## config.mk

```make
export PLATFORM = sky130hd
export DESIGN_NAME = ccff_chain_loader_flat
export DESIGN_NICKNAME = d
export VERILOG_FILES = /design/src/rtl/ccff_chain_loader_if.sv /design/src/rtl/ccff_chain_loader.sv /design/src/flat_wrapper.sv
export SDC_FILE = /design/constraint.sdc
export NUM_CORES = 1
export LEC_CHECK = 0
export CAP_MARGIN = 30
export CORE_MARGIN = 10
export CORE_UTILIZATION = 50
export CTS_BUF_LIST = sky130_fd_sc_hd__clkbuf_16
export CTS_CLUSTER_SIZE = 24
export DETAILED_ROUTE_END_ITERATION = 16
export MAX_ROUTING_LAYER = met4
export PLACE_DENSITY = 0.73
export SYNTH_ARGS = -nofsm -noshare
export SYNTH_HDL_FRONTEND = slang
export SYNTH_SLANG_ARGS = --single-unit
```

## constraint.sdc

```tcl
create_clock -name prog_clock -period 2.2 [get_ports prog_clock]
set_clock_uncertainty 0.1 [all_clocks]
set_input_delay 0.44 -clock prog_clock [delete_from_list [all_inputs] [get_ports prog_clock]]
set_output_delay 0.44 -clock prog_clock [all_outputs]
set_load 0.01 [all_outputs]
```

## src/rtl/ccff_chain_loader_if.sv

```systemverilog
// Bitstream-in / chain-control / readback-out bundle between a bitstream source
// and the loader that sits in front of a tile's configuration flop chain.
interface ccff_chain_loader_if #(
  parameter int WORD_W = 8
) ();
  logic              start;
  logic [WORD_W-1:0] cfg_data;
  logic              cfg_valid;
  logic              cfg_ready;
  logic              config_enable;
  logic              ccff_head;
  logic              ccff_tail;
  logic [WORD_W-1:0] tail_data;
  logic              tail_valid;
  logic              busy;
  logic              done;

  modport master (
    output start, cfg_data, cfg_valid, ccff_tail,
    input  cfg_ready, config_enable, ccff_head, tail_data, tail_valid, busy, done
  );

  modport slave (
    input  start, cfg_data, cfg_valid, ccff_tail,
    output cfg_ready, config_enable, ccff_head, tail_data, tail_valid, busy, done
  );
endinterface

```

## src/rtl/ccff_chain_loader.sv

```systemverilog
// Shifts bitstream words LSB-first into a CCFF chain and packs the bits
// emerging at ccff_tail into readback words.
//   state     | meaning
//   S_IDLE    | after reset, nothing loaded
//   S_WAIT    | load in progress, chain paused, waiting for the next word
//   S_SHIFT   | config_enable high, one chain bit per prog_clock edge
//   S_DONE    | CHAIN_LEN bits shifted, holding until start or reset
module ccff_chain_loader #(
  parameter int WORD_W    = 8,
  parameter int CHAIN_LEN = 66
) (
  input  logic             prog_clock,
  input  logic             prog_reset,
  ccff_chain_loader_if.slave bus
);
  localparam int CNT_W = $clog2(CHAIN_LEN + 1);
  localparam int WC_W  = (WORD_W > 1) ? $clog2(WORD_W) : 1;
  localparam logic [WC_W-1:0]  WLAST = WC_W'(WORD_W - 1);
  localparam logic [CNT_W-1:0] BLAST = CNT_W'(CHAIN_LEN - 1);

  typedef enum logic [1:0] {S_IDLE, S_WAIT, S_SHIFT, S_DONE} state_t;

  state_t            state_q, state_d;
  logic [WORD_W-1:0] shreg_q, shreg_d;
  logic [WC_W-1:0]   wcnt_q, wcnt_d;
  logic [CNT_W-1:0]  bit_cnt_q, bit_cnt_d;
  logic              cfg_en_q, cfg_en_d;
  logic              head_q, head_d;
  logic [WORD_W-1:0] pack_q, pack_d;
  logic [WC_W-1:0]   pcnt_q, pcnt_d;
  logic [WORD_W-1:0] tail_data_q, tail_data_d;
  logic              tail_valid_q, tail_valid_d;

  logic              cfg_ready;
  logic              accept;
  logic              word_end;
  logic              final_bit;
  logic [WORD_W-1:0] pack_cap;

  assign word_end  = (wcnt_q == WLAST);
  assign final_bit = (bit_cnt_q == BLAST);
  // Ready is offered one cycle early on a word boundary so words chain without a bubble.
  assign cfg_ready = (state_q == S_WAIT) ||
                     ((state_q == S_SHIFT) && word_end && !final_bit);
  assign accept    = bus.cfg_valid && cfg_ready;
  assign pack_cap  = pack_q | (WORD_W'(bus.ccff_tail) << pcnt_q);

  always_comb begin
    state_d      = state_q;
    shreg_d      = shreg_q;
    wcnt_d       = wcnt_q;
    bit_cnt_d    = bit_cnt_q;
    cfg_en_d     = cfg_en_q;
    head_d       = head_q;
    pack_d       = pack_q;
    pcnt_d       = pcnt_q;
    tail_data_d  = tail_data_q;
    tail_valid_d = 1'b0;

    unique case (state_q)
      S_IDLE, S_DONE: begin
        if (bus.start) begin
          state_d   = S_WAIT;
          bit_cnt_d = '0;
          pack_d    = '0;
          pcnt_d    = '0;
        end
      end
      S_WAIT: begin
        if (accept) begin
          state_d  = S_SHIFT;
          shreg_d  = bus.cfg_data;
          wcnt_d   = '0;
          head_d   = bus.cfg_data[0];
          cfg_en_d = 1'b1;
        end
      end
      S_SHIFT: begin
        bit_cnt_d = bit_cnt_q + CNT_W'(1);
        wcnt_d    = wcnt_q + WC_W'(1);
        shreg_d   = shreg_q >> 1;
        head_d    = shreg_q[1];
        if ((pcnt_q == WLAST) || final_bit) begin
          tail_data_d  = pack_cap;
          tail_valid_d = 1'b1;
          pack_d       = '0;
          pcnt_d       = '0;
        end else begin
          pack_d = pack_cap;
          pcnt_d = pcnt_q + WC_W'(1);
        end
        // The final chain bit wins over a word boundary; leftover word bits are dropped.
        if (final_bit) begin
          state_d  = S_DONE;
          cfg_en_d = 1'b0;
          head_d   = head_q;
        end else if (word_end) begin
          if (accept) begin
            shreg_d = bus.cfg_data;
            wcnt_d  = '0;
            head_d  = bus.cfg_data[0];
          end else begin
            state_d  = S_WAIT;
            cfg_en_d = 1'b0;
            head_d   = head_q;
          end
        end
      end
      default: state_d = S_IDLE;
    endcase
  end

  always_ff @(posedge prog_clock) begin
    if (prog_reset) begin
      state_q      <= S_IDLE;
      shreg_q      <= '0;
      wcnt_q       <= '0;
      bit_cnt_q    <= '0;
      cfg_en_q     <= 1'b0;
      head_q       <= 1'b0;
      pack_q       <= '0;
      pcnt_q       <= '0;
      tail_data_q  <= '0;
      tail_valid_q <= 1'b0;
    end else begin
      state_q      <= state_d;
      shreg_q      <= shreg_d;
      wcnt_q       <= wcnt_d;
      bit_cnt_q    <= bit_cnt_d;
      cfg_en_q     <= cfg_en_d;
      head_q       <= head_d;
      pack_q       <= pack_d;
      pcnt_q       <= pcnt_d;
      tail_data_q  <= tail_data_d;
      tail_valid_q <= tail_valid_d;
    end
  end

  assign bus.cfg_ready     = cfg_ready;
  assign bus.config_enable = cfg_en_q;
  assign bus.ccff_head     = head_q;
  assign bus.tail_data     = tail_data_q;
  assign bus.tail_valid    = tail_valid_q;
  assign bus.busy          = (state_q == S_WAIT) || (state_q == S_SHIFT);
  assign bus.done          = (state_q == S_DONE);
endmodule

```

## src/flat_wrapper.sv

```systemverilog
// flat-port wrapper written by rule: the top's interface ports become plain ports
module ccff_chain_loader_flat 
#(
  parameter int WORD_W    = 8,
  parameter int CHAIN_LEN = 66
)
  (prog_clock, prog_reset, bus_start, bus_cfg_data, bus_cfg_valid, bus_ccff_tail, bus_cfg_ready, bus_config_enable, bus_ccff_head, bus_tail_data, bus_tail_valid, bus_busy, bus_done);
  ccff_chain_loader_if #(.WORD_W(WORD_W)) bus_i ();
  input  logic prog_clock;
  input  logic prog_reset;
  input wire logic [$bits(bus_i.start)-1:0] bus_start;
  input wire logic [$bits(bus_i.cfg_data)-1:0] bus_cfg_data;
  input wire logic [$bits(bus_i.cfg_valid)-1:0] bus_cfg_valid;
  input wire logic [$bits(bus_i.ccff_tail)-1:0] bus_ccff_tail;
  output wire logic [$bits(bus_i.cfg_ready)-1:0] bus_cfg_ready;
  output wire logic [$bits(bus_i.config_enable)-1:0] bus_config_enable;
  output wire logic [$bits(bus_i.ccff_head)-1:0] bus_ccff_head;
  output wire logic [$bits(bus_i.tail_data)-1:0] bus_tail_data;
  output wire logic [$bits(bus_i.tail_valid)-1:0] bus_tail_valid;
  output wire logic [$bits(bus_i.busy)-1:0] bus_busy;
  output wire logic [$bits(bus_i.done)-1:0] bus_done;
  assign bus_i.start = bus_start;
  assign bus_i.cfg_data = bus_cfg_data;
  assign bus_i.cfg_valid = bus_cfg_valid;
  assign bus_i.ccff_tail = bus_ccff_tail;
  assign bus_cfg_ready = bus_i.cfg_ready;
  assign bus_config_enable = bus_i.config_enable;
  assign bus_ccff_head = bus_i.ccff_head;
  assign bus_tail_data = bus_i.tail_data;
  assign bus_tail_valid = bus_i.tail_valid;
  assign bus_busy = bus_i.busy;
  assign bus_done = bus_i.done;
  ccff_chain_loader #(.WORD_W(WORD_W), .CHAIN_LEN(CHAIN_LEN)) u_core (.prog_clock(prog_clock), .prog_reset(prog_reset), .bus(bus_i));
endmodule
```

### After elaboration in Yosys (flattened, before gate mapping)

Cells that the tools add are included.

| storage, ports and cells | value |
|---|---|
| bits in registers | 42 |
| output and inout port bits | 14 |
| input port bits | 13 |

| operators by class | value |
|---|---|
| bitwise logic cells | 2 |
| muxes and demuxes | 34 |
| shift-type cells | 1 |
| reduce and logical (&&, ||, !) cells | 18 |
| equal/unequal tests | 11 |
| $add $sub $neg | 3 |

Operator list:

| cell | count |
|---|---|
| 2-to-1 mux 8 bit | 6 |
| one-hot mux 8 bit (2 select lines) | 2 |
| 2-to-1 mux 3 bit | 6 |
| one-hot mux 7 bit (2 select lines) | 1 |
| one-hot mux 3 bit (2 select lines) | 2 |
| 2-to-1 mux 2 bit | 5 |
| 2-to-1 mux 1 bit | 8 |
| bitwise OR 8 bit | 1 |
| AND reduction 2 bit | 4 |
| AND reduction 4 bit | 2 |
| << shifter 1 x 3 -> 8 bit | 1 |
| adder 7 x 1 -> 7 bit (second input constant) | 1 |
| equality test 7 bit (second input constant) | 1 |
| 2-to-1 mux 7 bit | 1 |
| adder 3 x 1 -> 3 bit (second input constant) | 2 |
| equality test 3 bit (second input constant) | 2 |
| one-hot mux 2 bit (3 select lines) | 1 |
| equality test 2 bit (second input constant) | 2 |
| != test 2 bit (second input constant) | 2 |
| one-hot mux 1 bit (2 select lines) | 2 |
| nonzero test 2 bit | 2 |
| OR reduction 2 bit | 2 |
| logical AND 1 bit | 3 |
| logical OR 1 bit | 3 |
| other kinds (7) | 7 |

### Logic depth before layout (Yosys ltp)

| logic depth | value |
|---|---|
| depth after elaboration | 9 |
| mapped depth | 8 |
| gate-level depth less buffers | 6 |

### Worst setup path before layout

No wires, ideal clock.

| path | value |
|---|---|
| path kind | reg2reg |
| from | register u_core.state_q[0] |
| to | register u_core.pack_q[3] |
| arrival | 1827 ps |
| stages on the path, launching flop included | 8 |
| path slack | 213 ps |
| setup time | 60 ps |
| required time | 2040 ps |
| cell sequence | dfxtp_1 inv_1 ha_1 clkbuf_1 mux2_2 nor2_1 clkbuf_1 a22o_1 |

| on the way | value |
|---|---|
| word-level cells in the longest chain between the ends | 4 |
| elaborated cells on any way between the ends | 8 |

Ends and longest elaborated chain:

| what | line | source |
|---|---|---|
| start: declaration | ccff_chain_loader.sv:23 | `state_t state_q, state_d;` |
| start signal: assignment | ccff_chain_loader.sv:126 | `state_q <= state_d;` |
| equality test 2 bit or logical NOT 2 bit (tied branches) | ccff_chain_loader.sv:60 | `unique case (state_q)` |
| OR reduction 2 bit | ccff_chain_loader.sv:60 |  |
| != test 2 bit (no line) or nonzero test 2 bit (tied branches) | - |  |
| AND reduction 2 bit (no line) | - |  |
| end signal: assignment | ccff_chain_loader.sv:132 | `pack_q <= pack_d;` |
| end: declaration | ccff_chain_loader.sv:29 | `logic [WORD_W-1:0] pack_q, pack_d;` |

Parallel ways exist; a longest one is shown, timed or not.
A chain may end at the register's enable or synchronous reset.

### Final worst setup path

| path | value |
|---|---|
| from | register u_core.bit_cnt_q[1] |
| to | output bus_cfg_ready |

| on the way | value |
|---|---|
| word-level cells in the longest chain between the ends | 4 |

Ends and longest elaborated chain:

| what | line | source |
|---|---|---|
| start: declaration | ccff_chain_loader.sv:26 | `logic [CNT_W-1:0] bit_cnt_q, bit_cnt_d;` |
| start signal: assignment | ccff_chain_loader.sv:129 | `bit_cnt_q <= bit_cnt_d;` |
| equality test 7 bit | ccff_chain_loader.sv:41 | `assign final_bit = (bit_cnt_q == BLAST);` |
| logical NOT 1 bit | ccff_chain_loader.sv:44 | `((state_q == S_SHIFT) && word_end && !final_bit);` |
| logical AND 1 bit | ccff_chain_loader.sv:44 |  |
| logical OR 1 bit | ccff_chain_loader.sv:43 | `assign cfg_ready = (state_q == S_WAIT) \|\|` |
| end: declaration | flat_wrapper.sv:15 | `output wire logic [$bits(bus_i.cfg_ready)-1:0] bus_cfg_ready;` |

Every way passes these cells.

==> flow_summary.json <==
{
  "antenna_found_initial": 0,
  "vias_per_cell": 5.45,
  "p_sw_frac": 0.296,
  "rows": 23,
  "most-common-layout-cells": "41 x dfxtp_1, 24 x clkdlybuf4s50_1, 23 x nor2_1, 18 x buf_4, 15 x nand2_1",
  "start_util": 0.514,
  "fin_tns_setup_ps": 0,
  "insertion_delay_ps": 280,
  "fin_util": 0.672,
  "critPathRequiredTime_ps": 1660,
  "ys_seq_elements": 41,
  "combPwrFrac": 0.289,
  "die_x_um": 83.9,
  "tightest_slew_ps": 410,
  "synth_edf_count": 0,
  "io_buffers": 26,
  "first_iter_violations": 46,
  "total_power_uw": 2400,
  "ys_seq_area_frac": 0.402,
  "cts_tree": "yes",
  "pin_count": 27,
  "power_frac_clock": 0.345,
  "fin_crit_sh": 0.966,
  "grt_pass1_vias": 1642,
  "dieArea_um2": 7040,
  "fp.dieH_um": 83.9,
  "max_freq_ghz": 0.471,
  "max_slew_margin": 0.724,
  "ys.flop_type": "dfxtp_1",
  "worstSetupEndpointType": "output port",
  "cp.arrival_ps": 1580,
  "crit_fanout": 3,
  "finalSetupViolations": 0,
  "cts-buffers-inserted": 5,
  "grt_max_degree": 20,
  "ctsHoldBuffers": 0,
  "mappedNetlistArea_um2": 2040,
  "layout_commonest_cell": "dfxtp_1",
  "maxCapViolations": 0,
  "rsz0062_at_grt": "false",
  "hold_viol_final": 0,
  "grtUsageTotal": 0.132,
  "irDropWorstVdd_mv": 0.635,
  "diodes": 0,
  "clockBufferDepth": 2,
  "dr.pass1.iters": 4,
  "setup_slack_ps": 75.9,
  "clk_pin_slew_ps": 60,
  "place.gp.congestion": 0.776,
  "ant_nets": 0,
  "leakagePower_uw": 0.00109,
  "drc": 0,
  "worstSetupPathType": "reg -> out",
  "wl_per_cell_um": 14.5,
  "critPathLaunchType": "flop",
  "core-area_um2": 3970,
  "grt_overflow": 0,
  "dpl.hpwl_um": 3260,
  "cts.sinks": 41,
  "syn_inst": 218,
  "h-tree-depth": 2,
  "ys_warn_count": 0,
  "cts_root_buf": "clkbuf_16",
  "grt_pass1_wl_um": 7720,
  "syn_to_final_growth_pct": 30.7,
  "num_vias": 1699,
  "power_density_nw_per_um2": 897,
  "syn_nets": 240,
  "ys_types": 46,
  "fill_cells": 318,
  "outcome": "complete, no violations",
  "whs_ps": 359,
  "syn_area_per_cell_um2": 9.37,
  "internal-power_uw": 1690,
  "synthArstFlopShare": 0,
  "seqPwrFrac": 0.366,
  "min_period_ps": 2120,
  "maxSlewViolCount": 0,
  "routed_wl_um": 4510,
  "drive_gt1_frac": 0.164,
  "p_sw_uw": 710,
  "min_path_type": "reg -> reg",
  "pre_cts_slack_ps": 67.7,
  "nets": 283
}
-- final cells by class --
cell class                 instances  area, um^2  share of cell area
clock inverter                     3        41.3              0.0155
inverter                           6        22.5             0.00843
tap                               50        62.6              0.0234
clock buffer                       5         125              0.0469
multi-input combinational        162        1180               0.442
timing repair buffer              45         417               0.156
sequential                        41         821               0.307
-- critical path, cell delays in order, from the launching register on --
cell and delay, ps:
dfxtp_1 320, inv_1 60, ha_1 160, and2_0 180
a21oi_2 190, a21o_1 130, dlygate4sd2_1 260
-- repair_timing --
item | in CTS | in global routing
resized for setup | 4 | 1
pin swaps | 1 | 1
setup endpoints to repair | 2 | 2
cloned | 0 | 0
buffers inserted | 0 | 0
-- kinds of logic after synthesis --
group	Yosys count	share of synthesized area
buf+inv	15	0.0282
simple gates	80	0.210
fa+ha+maj	9	0.0551
xor+xnor	5	0.0214
flops	41	0.402
mux	18	0.102
compound gates	50	0.181
-- worst paths after layout --
kind,startpoint,to,slack (ps),depth (start not counted)
max,u_core.bit_cnt_q[1],bus_cfg_ready,80,6
min,u_core.pack_q[0],u_core.pack_q[0],360,2
max reg2reg,u_core.wcnt_q[0],u_core.wcnt_q[1],210,6
min reg2reg,u_core.pack_q[0],u_core.pack_q[0],360,2
-- power by group through the flow --
| stage | logic [uW] | clock network, uW | registers [uW] |
|---|---|---|---|
| 3_3_place_gp | 672 | 0 | 891 |
| 4_1_cts | 696 | 844 | 877 |
| 5_1_grt | 767 | 872 | 888 |
| 3_5_place_dp | 678 | 0 | 892 |
| 6_report | 693 | 825 | 877 |
| 2_1_floorplan | 402 | 0 | 887 |
-- routing by layer --
metal / up-vias / global-route usage / routed length, um
met5: - / - / 0
met4: 0 / 0.0502 / 47
met3: 7 / 0.0391 / 158
met2: 29 / 0.203 / 2110
met1: 790 / 0.158 / 2200
li1: 873 / - / -
-- cell usage after synthesis, drive strengths merged (2+ instances only) --
library cell / count / area share
or3: 3 / 0.0092
nand3: 3 / 0.0073
mux2i: 10 / 0.049
o22ai: 2 / 0.0061
o32ai: 2 / 0.0086
a211oi: 6 / 0.022
a21oi: 12 / 0.029
nor3: 2 / 0.0049
clkbuf: 8 / 0.015
o21ai: 5 / 0.018
and2: 5 / 0.016
a22o: 7 / 0.030
xor2: 3 / 0.013
nor2: 23 / 0.042
dfxtp: 41 / 0.40
xnor2: 2 / 0.0086
inv: 6 / 0.011
nand2: 15 / 0.028
nand2b: 9 / 0.028
ha: 9 / 0.055
a31oi: 6 / 0.026
nor4b: 2 / 0.0086
nor4: 2 / 0.017
or2: 2 / 0.0061
a41oi: 2 / 0.0086
nor2b: 10 / 0.031
nand4: 2 / 0.0061
mux2: 8 / 0.053
-- state kept, by name, indices dropped and copies added (netlist names), 2 cells and up --
signal / cells
u_core.shreg_q: 7
u_core.state_q: 2
u_core.wcnt_q: 3
u_core.pack_q: 8
u_core.pcnt_q: 3
u_core.bit_cnt_q: 7
u_core.bus.tail_data: 8
-- metrics by stage --
stage | instances | instance area [um^2]
floorplan | 218 | 2040
global placement | 304 | 2490
detailed placement | 304 | 2490
CTS | 312 | 2670
global route | 312 | 2670
finish | 312 | 2670
(Power assumes the default switching activity.)
